File: config.mk
export PLATFORM = sky130hd
export DESIGN_NAME = rx_channel_scheduler_flat
export DESIGN_NICKNAME = d
export VERILOG_FILES = /design/src/rtl/rx_channel_scheduler_pkg.sv /design/src/rtl/rx_channel_scheduler_if.sv /design/src/rtl/rx_channel_scheduler_sat_counter.sv /design/src/rtl/rx_channel_scheduler.sv /design/src/flat_wrapper.sv
export SDC_FILE = /design/constraint.sdc
export NUM_CORES = 1
export LEC_CHECK = 0
export CORE_ASPECT_RATIO = 0.6
export CORE_MARGIN = 4
export CORE_UTILIZATION = 47
export CTS_CLUSTER_DIAMETER = 40
export DETAILED_ROUTE_END_ITERATION = 12
export DONT_BUFFER_PORTS = 1
export PLACE_DENSITY_LB_ADDON = 0.08
export SLEW_MARGIN = 0
export SYNTH_ARGS = -nofsm -noshare
export SYNTH_HDL_FRONTEND = slang
export SYNTH_SLANG_ARGS = --single-unit
File: constraint.sdc
create_clock -name i_sys_clk -period 2.3 [get_ports i_sys_clk]
set_input_delay 0.46 -clock i_sys_clk [delete_from_list [all_inputs] [get_ports i_sys_clk]]
set_output_delay 0.46 -clock i_sys_clk [all_outputs]
set_load 0.02 [all_outputs]
File: src/rtl/rx_channel_scheduler_pkg.sv
// Shared types and helpers for the RX channel scheduler: FSM states, channel ids,
// SMI byte-beat payload and the grant rule.
package rx_channel_scheduler_pkg;

    localparam int unsigned WORD_W    = 32;
    localparam int unsigned BYTE_W    = 8;
    localparam int unsigned N_CH      = 2;
    localparam int unsigned BYTE_IDX_W = 2;

    localparam logic CH_09 = 1'b0;
    localparam logic CH_24 = 1'b1;

    typedef enum logic [1:0] {
        ST_IDLE = 2'd0,
        ST_PULL = 2'd1,
        ST_WAIT = 2'd2,
        ST_SEND = 2'd3
    } sched_state_t;

    typedef struct packed {
        logic              ch;
        logic              word_start;
        logic [BYTE_W-1:0] data;
    } smi_beat_t;

    // Priority mode favours CH_09; round-robin prefers the channel not served last.
    function automatic logic pick_grant(input logic [N_CH-1:0] elig,
                                        input logic            prio_09,
                                        input logic            last_grant);
        if (prio_09) begin
            return elig[CH_09] ? CH_09 : CH_24;
        end
        return elig[~last_grant] ? ~last_grant : last_grant;
    endfunction

endpackage

File: src/rtl/rx_channel_scheduler_if.sv
// Byte stream towards smi_ctrl: valid/ready handshake carrying one tagged byte per beat.
interface rx_channel_scheduler_if;
    logic                                   valid;
    logic                                   ready;
    rx_channel_scheduler_pkg::smi_beat_t    beat;

    modport master (output valid, output beat, input  ready);
    modport slave  (input  valid, input  beat, output ready);
endinterface

File: src/rtl/rx_channel_scheduler_sat_counter.sv
// Saturating up-counter with synchronous clear; clear wins over increment.
module sat_counter #(
    parameter int unsigned WIDTH = 16
) (
    input  logic             i_sys_clk,
    input  logic             i_reset,
    input  logic             inc,
    input  logic             clr,
    output logic [WIDTH-1:0] count
);

    always_ff @(posedge i_sys_clk) begin
        if (i_reset || clr) begin
            count <= '0;
        end else if (inc && (count != '1)) begin
            count <= count + WIDTH'(1);
        end
    end

endmodule

File: src/rtl/rx_channel_scheduler.sv
// Arbitrates the two RX sample FIFOs onto the byte-wide SMI read path, serialising
// each 32-bit I/Q word MSB first and counting FIFO-full cycles per channel.
module rx_channel_scheduler
    import rx_channel_scheduler_pkg::*;
#(
    parameter int unsigned BURST_WORDS = 16,
    parameter int unsigned CNT_W       = 16
) (
    input  logic                    i_sys_clk,
    input  logic                    i_reset,
    input  logic [N_CH-1:0]         i_ch_enable,
    input  logic                    i_prio_09,
    input  logic                    i_clr_stats,
    output logic                    o_fifo_09_pull,
    input  logic [WORD_W-1:0]       i_fifo_09_data,
    input  logic                    i_fifo_09_empty,
    input  logic                    i_fifo_09_full,
    output logic                    o_fifo_24_pull,
    input  logic [WORD_W-1:0]       i_fifo_24_data,
    input  logic                    i_fifo_24_empty,
    input  logic                    i_fifo_24_full,
    rx_channel_scheduler_if.master  smi,
    output logic                    o_busy,
    output logic [CNT_W-1:0]        o_ovf_cnt_09,
    output logic [CNT_W-1:0]        o_ovf_cnt_24
);

    localparam int unsigned BC_W = (BURST_WORDS > 1) ? $clog2(BURST_WORDS) : 1;

    sched_state_t          state;
    logic                  grant;
    logic                  last_grant;
    logic [BC_W-1:0]       burst_cnt;
    logic [BYTE_IDX_W-1:0] byte_idx;
    logic [WORD_W-1:0]     shift_reg;

    logic [N_CH-1:0]       elig;
    logic                  next_grant;
    logic [WORD_W-1:0]     sel_data;
    logic                  burst_done;

    always_comb begin
        elig       = i_ch_enable & {~i_fifo_24_empty, ~i_fifo_09_empty};
        next_grant = pick_grant(elig, i_prio_09, last_grant);
        sel_data   = (grant == CH_24) ? i_fifo_24_data : i_fifo_09_data;
        burst_done = (burst_cnt == BC_W'(BURST_WORDS - 1)) || !elig[grant];
    end

    // Arbiter, FSM and serializer; every output is a register written here.
    always_ff @(posedge i_sys_clk) begin
        if (i_reset) begin
            state          <= ST_IDLE;
            grant          <= CH_09;
            last_grant     <= CH_24;
            burst_cnt      <= '0;
            byte_idx       <= '0;
            shift_reg      <= '0;
            o_fifo_09_pull <= 1'b0;
            o_fifo_24_pull <= 1'b0;
            o_busy         <= 1'b0;
            smi.valid      <= 1'b0;
            smi.beat       <= '0;
        end else begin
            case (state)
                ST_IDLE: begin
                    if (|elig) begin
                        grant          <= next_grant;
                        o_fifo_09_pull <= (next_grant == CH_09);
                        o_fifo_24_pull <= (next_grant == CH_24);
                        o_busy         <= 1'b1;
                        state          <= ST_PULL;
                    end
                end
                ST_PULL: begin
                    o_fifo_09_pull <= 1'b0;
                    o_fifo_24_pull <= 1'b0;
                    state          <= ST_WAIT;
                end
                ST_WAIT: begin
                    shift_reg           <= sel_data;
                    byte_idx            <= '0;
                    smi.valid           <= 1'b1;
                    smi.beat.ch         <= grant;
                    smi.beat.word_start <= 1'b1;
                    smi.beat.data       <= sel_data[WORD_W-1 -: BYTE_W];
                    state               <= ST_SEND;
                end
                ST_SEND: begin
                    if (smi.ready) begin
                        smi.beat.word_start <= 1'b0;
                        if (byte_idx == BYTE_IDX_W'(3)) begin
                            smi.valid <= 1'b0;
                            // A disabled or drained channel ends the burst early.
                            if (burst_done) begin
                                last_grant <= grant;
                                burst_cnt  <= '0;
                                o_busy     <= 1'b0;
                                state      <= ST_IDLE;
                            end else begin
                                burst_cnt      <= burst_cnt + BC_W'(1);
                                o_fifo_09_pull <= (grant == CH_09);
                                o_fifo_24_pull <= (grant == CH_24);
                                state          <= ST_PULL;
                            end
                        end else begin
                            shift_reg     <= shift_reg << BYTE_W;
                            smi.beat.data <= shift_reg[WORD_W-BYTE_W-1 -: BYTE_W];
                            byte_idx      <= byte_idx + BYTE_IDX_W'(1);
                        end
                    end
                end
                default: state <= ST_IDLE;
            endcase
        end
    end

    sat_counter #(.WIDTH(CNT_W)) u_ovf_09 (
        .i_sys_clk (i_sys_clk),
        .i_reset   (i_reset),
        .inc       (i_ch_enable[CH_09] & i_fifo_09_full),
        .clr       (i_clr_stats),
        .count     (o_ovf_cnt_09)
    );

    sat_counter #(.WIDTH(CNT_W)) u_ovf_24 (
        .i_sys_clk (i_sys_clk),
        .i_reset   (i_reset),
        .inc       (i_ch_enable[CH_24] & i_fifo_24_full),
        .clr       (i_clr_stats),
        .count     (o_ovf_cnt_24)
    );

endmodule
File: src/flat_wrapper.sv
// flat-port wrapper written by rule: the top's interface ports become plain ports
module rx_channel_scheduler_flat import rx_channel_scheduler_pkg::*;
#(
    parameter int unsigned BURST_WORDS = 16,
    parameter int unsigned CNT_W       = 16
)
  (i_sys_clk, i_reset, i_ch_enable, i_prio_09, i_clr_stats, o_fifo_09_pull, i_fifo_09_data, i_fifo_09_empty, i_fifo_09_full, o_fifo_24_pull, i_fifo_24_data, i_fifo_24_empty, i_fifo_24_full, o_busy, o_ovf_cnt_09, o_ovf_cnt_24, smi_valid, smi_beat, smi_ready);
  rx_channel_scheduler_if smi_i ();
  input  logic i_sys_clk;
  input  logic i_reset;
  input  logic [N_CH-1:0] i_ch_enable;
  input  logic i_prio_09;
  input  logic i_clr_stats;
  output logic o_fifo_09_pull;
  input  logic [WORD_W-1:0] i_fifo_09_data;
  input  logic i_fifo_09_empty;
  input  logic i_fifo_09_full;
  output logic o_fifo_24_pull;
  input  logic [WORD_W-1:0] i_fifo_24_data;
  input  logic i_fifo_24_empty;
  input  logic i_fifo_24_full;
  output logic o_busy;
  output logic [CNT_W-1:0] o_ovf_cnt_09;
  output logic [CNT_W-1:0] o_ovf_cnt_24;
  output wire logic [$bits(smi_i.valid)-1:0] smi_valid;
  output wire logic [$bits(smi_i.beat)-1:0] smi_beat;
  input wire logic [$bits(smi_i.ready)-1:0] smi_ready;
  assign smi_valid = smi_i.valid;
  assign smi_beat = smi_i.beat;
  assign smi_i.ready = smi_ready;
  rx_channel_scheduler #(.BURST_WORDS(BURST_WORDS), .CNT_W(CNT_W)) u_core (.i_sys_clk(i_sys_clk), .i_reset(i_reset), .i_ch_enable(i_ch_enable), .i_prio_09(i_prio_09), .i_clr_stats(i_clr_stats), .o_fifo_09_pull(o_fifo_09_pull), .i_fifo_09_data(i_fifo_09_data), .i_fifo_09_empty(i_fifo_09_empty), .i_fifo_09_full(i_fifo_09_full), .o_fifo_24_pull(o_fifo_24_pull), .i_fifo_24_data(i_fifo_24_data), .i_fifo_24_empty(i_fifo_24_empty), .i_fifo_24_full(i_fifo_24_full), .smi(smi_i), .o_busy(o_busy), .o_ovf_cnt_09(o_ovf_cnt_09), .o_ovf_cnt_24(o_ovf_cnt_24));
endmodule
After elaboration in Yosys (flattened, before gate mapping)

Cells that the tools add are included.

Equality and inequality tests: 13
Multiplexer cells: 43
Add/sub/neg operators: 4
Magnitude comparators: 2
Bitwise operators: 8
Reductions and logical operators: 19

Operator list:

| kind                  | count |
|---|---|
| $mux 24               | 2 |
| $pmux 24 s2           | 1 |
| $add 16x1->16 const B | 2 |
| $mux 32               | 1 |
| $ne 16x16->1 const B  | 2 |
| $mux 1                | 24 |
| $pmux 9 s2            | 1 |
| $reduce_and 3->1      | 4 |
| $mux 2                | 5 |
| $reduce_and 5->1      | 2 |
| $mux 9                | 1 |
| $mux 8                | 1 |
| $pmux 2 s4            | 1 |
| $eq 2x2->1 const B    | 3 |
| $ne 2x1->1 const B    | 3 |
| $ne 2x2->1 const B    | 3 |
| $pmux 1 s3            | 2 |
| $not 1->1             | 5 |
| $add 4x1->4 const B   | 1 |
| $eq 4x4->1 const B    | 1 |
| $lt 1x2->1 const B    | 2 |
| $mux 4                | 1 |
| $pmux 1 s2            | 2 |
| $pmux 2 s2            | 1 |
| 13 further kinds      | 18 |

Output and inout bits: 46
Bits in registers: 80
Input bits: 75
Logic and storage cells: 104

Depth between registers and ports, before layout

Depth in word-level cells: 10
Mapped depth: 8
Depth with buffers taken out: 6

Cells and area by module

A second synthesis with hierarchy kept.

Cells, all modules: 519
Area total of the unflattened synthesis: 4279.1 um2

Modules (own cells, without submodules):

| module               | cells each | area each (um2) | instances | seq. area each (um2) |
|---|---|---|---|---|
| rx_channel_scheduler | 329        | 2585.0          | 1         | 960.9 |
| sat_counter          | 95         | 847.1           | 2         | 320.3 |

Worst setup path after synthesis

Ideal clock, no wire load.

Path type: register to register
Start point: register u_core.u_ovf_24.count[0]
End point: register u_core.u_ovf_24.count[4]
Library setup time: 0.132 ns
Cell stages (with the launch flop): 6
Period minus slack after synthesis: 1.722 ns
Path buffers: 0
Data required time: 2.168 ns
Data arrival time: 1.590 ns
Path slack: 0.578 ns
Cells stage by stage: dfxtp_1 -> ha_1 -> nand3_1 -> nor4_4 -> or4_1 -> a21oi_1

Longest elaborated chain between the ends: 2
Elaborated cells between the ends (all ways): 3
Classes of those cells: add/sub (1); eq/ne (1); reduce/logical (1)

RTL lines:

| item                                                  | RTL line                               | source |
|---|---|---|
| start, declared                                       | rx_channel_scheduler_sat_counter.sv:9  | `output logic [WIDTH-1:0] count` |
| start signal, assigned                                | rx_channel_scheduler_sat_counter.sv:16 | `count <= count + WIDTH'(1);` |
| branches (longest 2 deep; another with $add 16x1->16) | -                                      |  |

Parallel ways; which one is timed is not known.
A chain may end at the register's enable or synchronous reset.

Final worst setup path

Start point: register u_core.u_ovf_09.count[1]
End point: register u_core.u_ovf_09.count[1]

Longest elaborated chain between the ends: 2
Elaborated cells between the ends (all ways): 3
Classes of those cells: add/sub (1); eq/ne (1); reduce/logical (1)

RTL lines:

| item                                                  | RTL line |
|---|---|
| start, declared                                       | rx_channel_scheduler_sat_counter.sv:9 |
| start signal, assigned                                | rx_channel_scheduler_sat_counter.sv:16 |
| branches (longest 2 deep; another with $add 16x1->16) | - |

Parallel ways; which one is timed is not known.

==> report_table.html <==
<table>
<tr><th>Metric</th><th>Value</th></tr>
<tr><th colspan="2">Min path</th></tr>
<tr><td>Terminating pin of the worst hold path</td><td>u_core.smi.beat[7]$_SDFFE_PP0P_</td></tr>
<tr><td>Worst Min Path Start</td><td>i_reset</td></tr>
<tr><td>Hold/Removal Path Class</td><td>input port to flip-flop</td></tr>
<tr><td>Hold path depth</td><td>1</td></tr>
<tr><th colspan="2">Timing</th></tr>
<tr><td>Setup Skew</td><td>5.40 ps</td></tr>
<tr><td>Total negative slack for setup checks</td><td>0 ps</td></tr>
<tr><td>Slew of the pin with the lowest slew margin</td><td>570 ps</td></tr>
<tr><td>Final worst path period share</td><td>85.4%</td></tr>
<tr><td>FMAX</td><td>0.509 GHz</td></tr>
<tr><td>Slew Viols, Final</td><td>0</td></tr>
<tr><td>Unrepaired setup endpoints after global routing</td><td>no</td></tr>
<tr><td>Min Clock Period, post-route</td><td>1970 ps</td></tr>
<tr><td>Final setup violation count</td><td>0</td></tr>
<tr><td>Remaining max-slew budget at the tightest pin</td><td>62.0%</td></tr>
<tr><td>Number of failing hold endpoints at the final stage</td><td>0</td></tr>
<tr><th colspan="2">Cells and area</th></tr>
<tr><td>Layout Cells excl Fill</td><td>645</td></tr>
<tr><td>Final cell utilization of the core</td><td>54.0%</td></tr>
<tr><td>Flip-flop count of the largest register, all copies and words added</td><td>24</td></tr>
<tr><td>Count of fill cells added during filler insertion</td><td>830</td></tr>
<tr><td>Net count, final</td><td>612</td></tr>
<tr><td>Share of final-layout standard cells stronger than drive strength 1</td><td>9.94%</td></tr>
<tr><td>Synth-to-Final Area Change</td><td>8.85%</td></tr>
<tr><td>Inserted Diodes</td><td>0</td></tr>
<tr><th colspan="2">Setup path</th></tr>
<tr><td>Minimum setup slack among reg-to-reg paths</td><td>330 ps</td></tr>
<tr><td>Required arrival time at the worst endpoint</td><td>2560 ps</td></tr>
<tr><td>Origin of the critical flop-to-flop path</td><td>u_core.u_ovf_09.count[1]$_SDFFE_PP0P_</td></tr>
<tr><td>CP max FO</td><td>9</td></tr>
<tr><td>Cells along the critical path</td><td>ha_1, nand3_1, nor4_1, buf_4, o21ai_0, a21oi_1</td></tr>
<tr><td>Startpoint kind of the worst setup timing path</td><td>flip-flop</td></tr>
<tr><td>Depth of the most critical reg-to-reg path</td><td>6</td></tr>
<tr><td>Worst setup path class</td><td>flip-flop to flip-flop</td></tr>
<tr><td>Reg-to-Reg End</td><td>u_core.u_ovf_09.count[1]$_SDFFE_PP0P_</td></tr>
<tr><td>Maximum single-stage delay on the critical path</td><td>500 ps</td></tr>
<tr><td>Worst-path cell with the longest stage delay</td><td>dfxtp_1</td></tr>
<tr><td>Critical Path End Type</td><td>flip-flop</td></tr>
<tr><td>Data arrival time of the critical path</td><td>2220 ps</td></tr>
<tr><th colspan="2">Yosys</th></tr>
<tr><td>Yosys cell types</td><td>57</td></tr>
<tr><td>Post-synthesis cell type with the largest combined area</td><td>dfxtp_1</td></tr>
<tr><td>Proportion of synthesized flip-flops having asynchronous set or reset</td><td>0%</td></tr>
<tr><td>Post-Synthesis Net Count</td><td>622</td></tr>
<tr><td>Simple-Gate Fraction of Synth Area</td><td>26.9%</td></tr>
<tr><td>Leading cell types by total area after synthesis</td><td>dfxtp_1, nand2_1, mux2i_1</td></tr>
<tr><td>Synth Area in Compound Gates</td><td>19.1%</td></tr>
<tr><td>Number of register bits inferred by synthesis</td><td>80</td></tr>
<tr><td>Area share of xor/xnor cells in the synthesized design</td><td>0.606%</td></tr>
<tr><td>Warning count from the yosys run</td><td>0</td></tr>
<tr><td>Fraction of the yosys area taken by sequential cells</td><td>36.9%</td></tr>
<tr><td>Number of enable flip-flop cells after synthesis</td><td>0</td></tr>
<tr><td>Mean post-synth cell area</td><td>8.06 um^2</td></tr>
<tr><td>Adder-cell area share of the yosys netlist</td><td>2.60%</td></tr>
<tr><td>Predominant post-synthesis flop cell</td><td>dfxtp_1</td></tr>
<tr><td>Gate Count Post-Synth</td><td>538</td></tr>
<tr><td>Portion of netlist area occupied by mux cells</td><td>9.92%</td></tr>
<tr><td>Fraction of post-synthesis cell area in the top cell type by area</td><td>36.9%</td></tr>
<tr><td>Post-synthesis cell area</td><td>4340 um^2</td></tr>
<tr><td>Dominant combinational cell family by area after synthesis</td><td>simple AND/OR/NAND/NOR gates</td></tr>
<tr><th colspan="2">Detailed routing</th></tr>
<tr><td>Iteration count of the initial detailed-routing pass</td><td>4</td></tr>
<tr><td>DR WL met3</td><td>832 um</td></tr>
<tr><td>Vias</td><td>3831</td></tr>
<tr><td>Highest metal used</td><td>met4</td></tr>
<tr><td>Number of nets with antenna violations after detailed routing</td><td>0</td></tr>
<tr><td>1st-iter DRT viols</td><td>186</td></tr>
<tr><td>Post-detailed-route wirelength per cell</td><td>17.3 um</td></tr>
<tr><td>WL final</td><td>11200 um</td></tr>
<tr><td>Sum of routed wire segments on met1</td><td>5630 um</td></tr>
<tr><td>Via density</td><td>5.94</td></tr>
<tr><td>DRC errors left</td><td>0</td></tr>
<tr><td>Met2 WL post-DR</td><td>4620 um</td></tr>
<tr><th colspan="2">Clock network</th></tr>
<tr><td>Count of cells resized by post-cts repair</td><td>0</td></tr>
<tr><td>Clock root buffer</td><td>clkbuf_16</td></tr>
<tr><td>Postcts setup bufs</td><td>0</td></tr>
<tr><td>Clock transition at the registers of the reported paths</td><td>60 ps</td></tr>
<tr><td>Clk sinks</td><td>80</td></tr>
<tr><td>Cts-stage hold buffer count</td><td>0</td></tr>
<tr><td>Worst-case clock buffer depth</td><td>2</td></tr>
<tr><td>Clk Latency, worst-skew pair</td><td>330 ps</td></tr>
<tr><td>CTS buffer count</td><td>9</td></tr>
<tr><td>Number of H-tree levels</td><td>3</td></tr>
<tr><td>Clock tree from TritonCTS</td><td>yes</td></tr>
<tr><th colspan="2">Global route</th></tr>
<tr><td>Antenna violations before repair</td><td>0</td></tr>
<tr><td>Vias in the first global route</td><td>3543</td></tr>
<tr><td>Total track usage</td><td>20.4%</td></tr>
<tr><td>Pin count of the biggest net entering global routing</td><td>53</td></tr>
<tr><td>Global-route wire length before repair</td><td>17900 um</td></tr>
<tr><td>Gr ovfl total</td><td>0</td></tr>
<tr><th colspan="2">Die</th></tr>
<tr><td>Ports</td><td>121</td></tr>
<tr><td>Row cnt</td><td>26</td></tr>
<tr><td>Die outline area</td><td>10900 um^2</td></tr>
<tr><td>Height of the die</td><td>82.4 um</td></tr>
<tr><td>Die Width</td><td>132 um</td></tr>
<tr><td>Starting Density</td><td>49.6%</td></tr>
<tr><td>Area of the core</td><td>8750 um^2</td></tr>
<tr><th colspan="2">Placement</th></tr>
<tr><td>Post-detail-place hpwl</td><td>7990 um</td></tr>
<tr><td>Number of buffers added on ports</td><td>0</td></tr>
<tr><td>Routability congestion estimate from global placement</td><td>0.833</td></tr>
<tr><td>Post-Place Cells</td><td>629</td></tr>
<tr><th colspan="2">Job</th></tr>
<tr><td>Max-cap violations</td><td>0</td></tr>
<tr><th colspan="2">Power and ir drop</th></tr>
<tr><td>Worst vdd rail ir drop</td><td>0.648 mV</td></tr>
<tr><td>Leakage</td><td>1.58 nW</td></tr>
<tr><td>Total Power</td><td>4.28 mW</td></tr>
<tr><td>Pwr dens</td><td>907 nW/um^2</td></tr>
<tr><th colspan="2">Outcome</th></tr>
<tr><td>Result of the run</td><td>complete, no violations</td></tr>
</table>
critical path, delay by kind of cell, from the launching register on:
family	cells	cell delay (ps)
simple gates	2	620
flops	1	500
fa+ha+maj	1	290
buf+inv	1	240
compound gates	2	240
metal layers:
| metal | up-vias | track usage [%] |
|---|---|---|
| met5 | - | 0 |
| met4 | 0 | 6.39 |
| met3 | 10 | 7.63 |
| met2 | 98 | 30.6 |
| met1 | 1779 | 27.3 |
| li1 | 1944 | - |
where the power goes:
group	internal [mW]	switching (mW)
sequential	1.59	0.219
combinational	0.393	0.645
clock	0.897	0.541
synth_stat cells, drive strengths merged (8+ instances only):
cell    count
o31ai      11
buf        13
or3         9
or4        12
nand2     110
mux2i      34
dfxtp      80
o21ai      35
nor2       24
inv         8
ha          9
nand3      22
nand4      13
a21oi      60
mux2        8
clkbuf     18
layout make-up:
class / instances / area [um^2] / area share, %
Timing Repair Buffer: 10 / 75.1 / 1.59
Multi-Input combinational cell: 418 / 2570 / 54.4
Inverter: 9 / 33.8 / 0.715
Clock inverter: 3 / 40.0 / 0.848
Tap cell: 112 / 140 / 2.97
Sequential cell: 80 / 1600 / 33.9
Clock buffer: 13 / 260 / 5.51
logic make-up (layout without fill, tap and decap cells):
| family | Yosys count | after routing |
|---|---|---|
| flip-flops | 80 | 80 |
| XOR/XNOR | 3 | 3 |
| buffers and inverters | 40 | 35 |
| AND/OR/NAND/NOR | 228 | 228 |
| AO/OA/AOI/OAI | 136 | 136 |
| adder cells (fa/ha/maj) | 9 | 9 |
| multiplexers | 42 | 42 |
worst max-delay path by stage:
stage	slack, ps	to	cells past startpoint	startpoint
3_5_place_dp	370	u_core.u_ovf_24.count[8]$_SDFFE_PP0P_	5	u_core.u_ovf_24.count[0]$_SDFFE_PP0P_
6_report	330	u_core.u_ovf_09.count[1]$_SDFFE_PP0P_	6	u_core.u_ovf_09.count[1]$_SDFFE_PP0P_
4_1_cts	360	u_core.u_ovf_09.count[1]$_SDFFE_PP0P_	6	u_core.u_ovf_09.count[1]$_SDFFE_PP0P_
5_1_grt	160	u_core.u_ovf_09.count[3]$_SDFFE_PP0P_	6	u_core.u_ovf_09.count[0]$_SDFFE_PP0P_
2_1_floorplan	580	u_core.u_ovf_24.count[4]$_SDFFE_PP0P_	5	u_core.u_ovf_24.count[0]$_SDFFE_PP0P_
3_3_place_gp	420	u_core.u_ovf_24.count[7]$_SDFFE_PP0P_	5	u_core.u_ovf_24.count[0]$_SDFFE_PP0P_
cells in the final DEF (no fill, tap or decap), drive strengths merged, types with 5 or more instances in the layout:
cell type  count
a21oi         60
and2           6
and3           6
and4           6
buf           10
clkbuf        13
dfxtp         80
ha             9
inv            8
mux2           8
mux2i         34
nand2        110
nand3         22
nand4         13
nor2          24
nor3           6
o21ai         35
o311ai         5
o31ai         11
o41ai          5
or3            9
or4           12
through the flow:
step | hold slack (ps) | cell area, um^2 | setup WS, ps
floorplan | 432 | 4340 | 578
global placement | 432 | 4420 | 422
detailed placement | 439 | 4420 | 373
CTS | 182 | 4720 | 357
global route | 181 | 4720 | 162
finish | 210 | 4720 | 335
(Power assumes the default switching activity.)
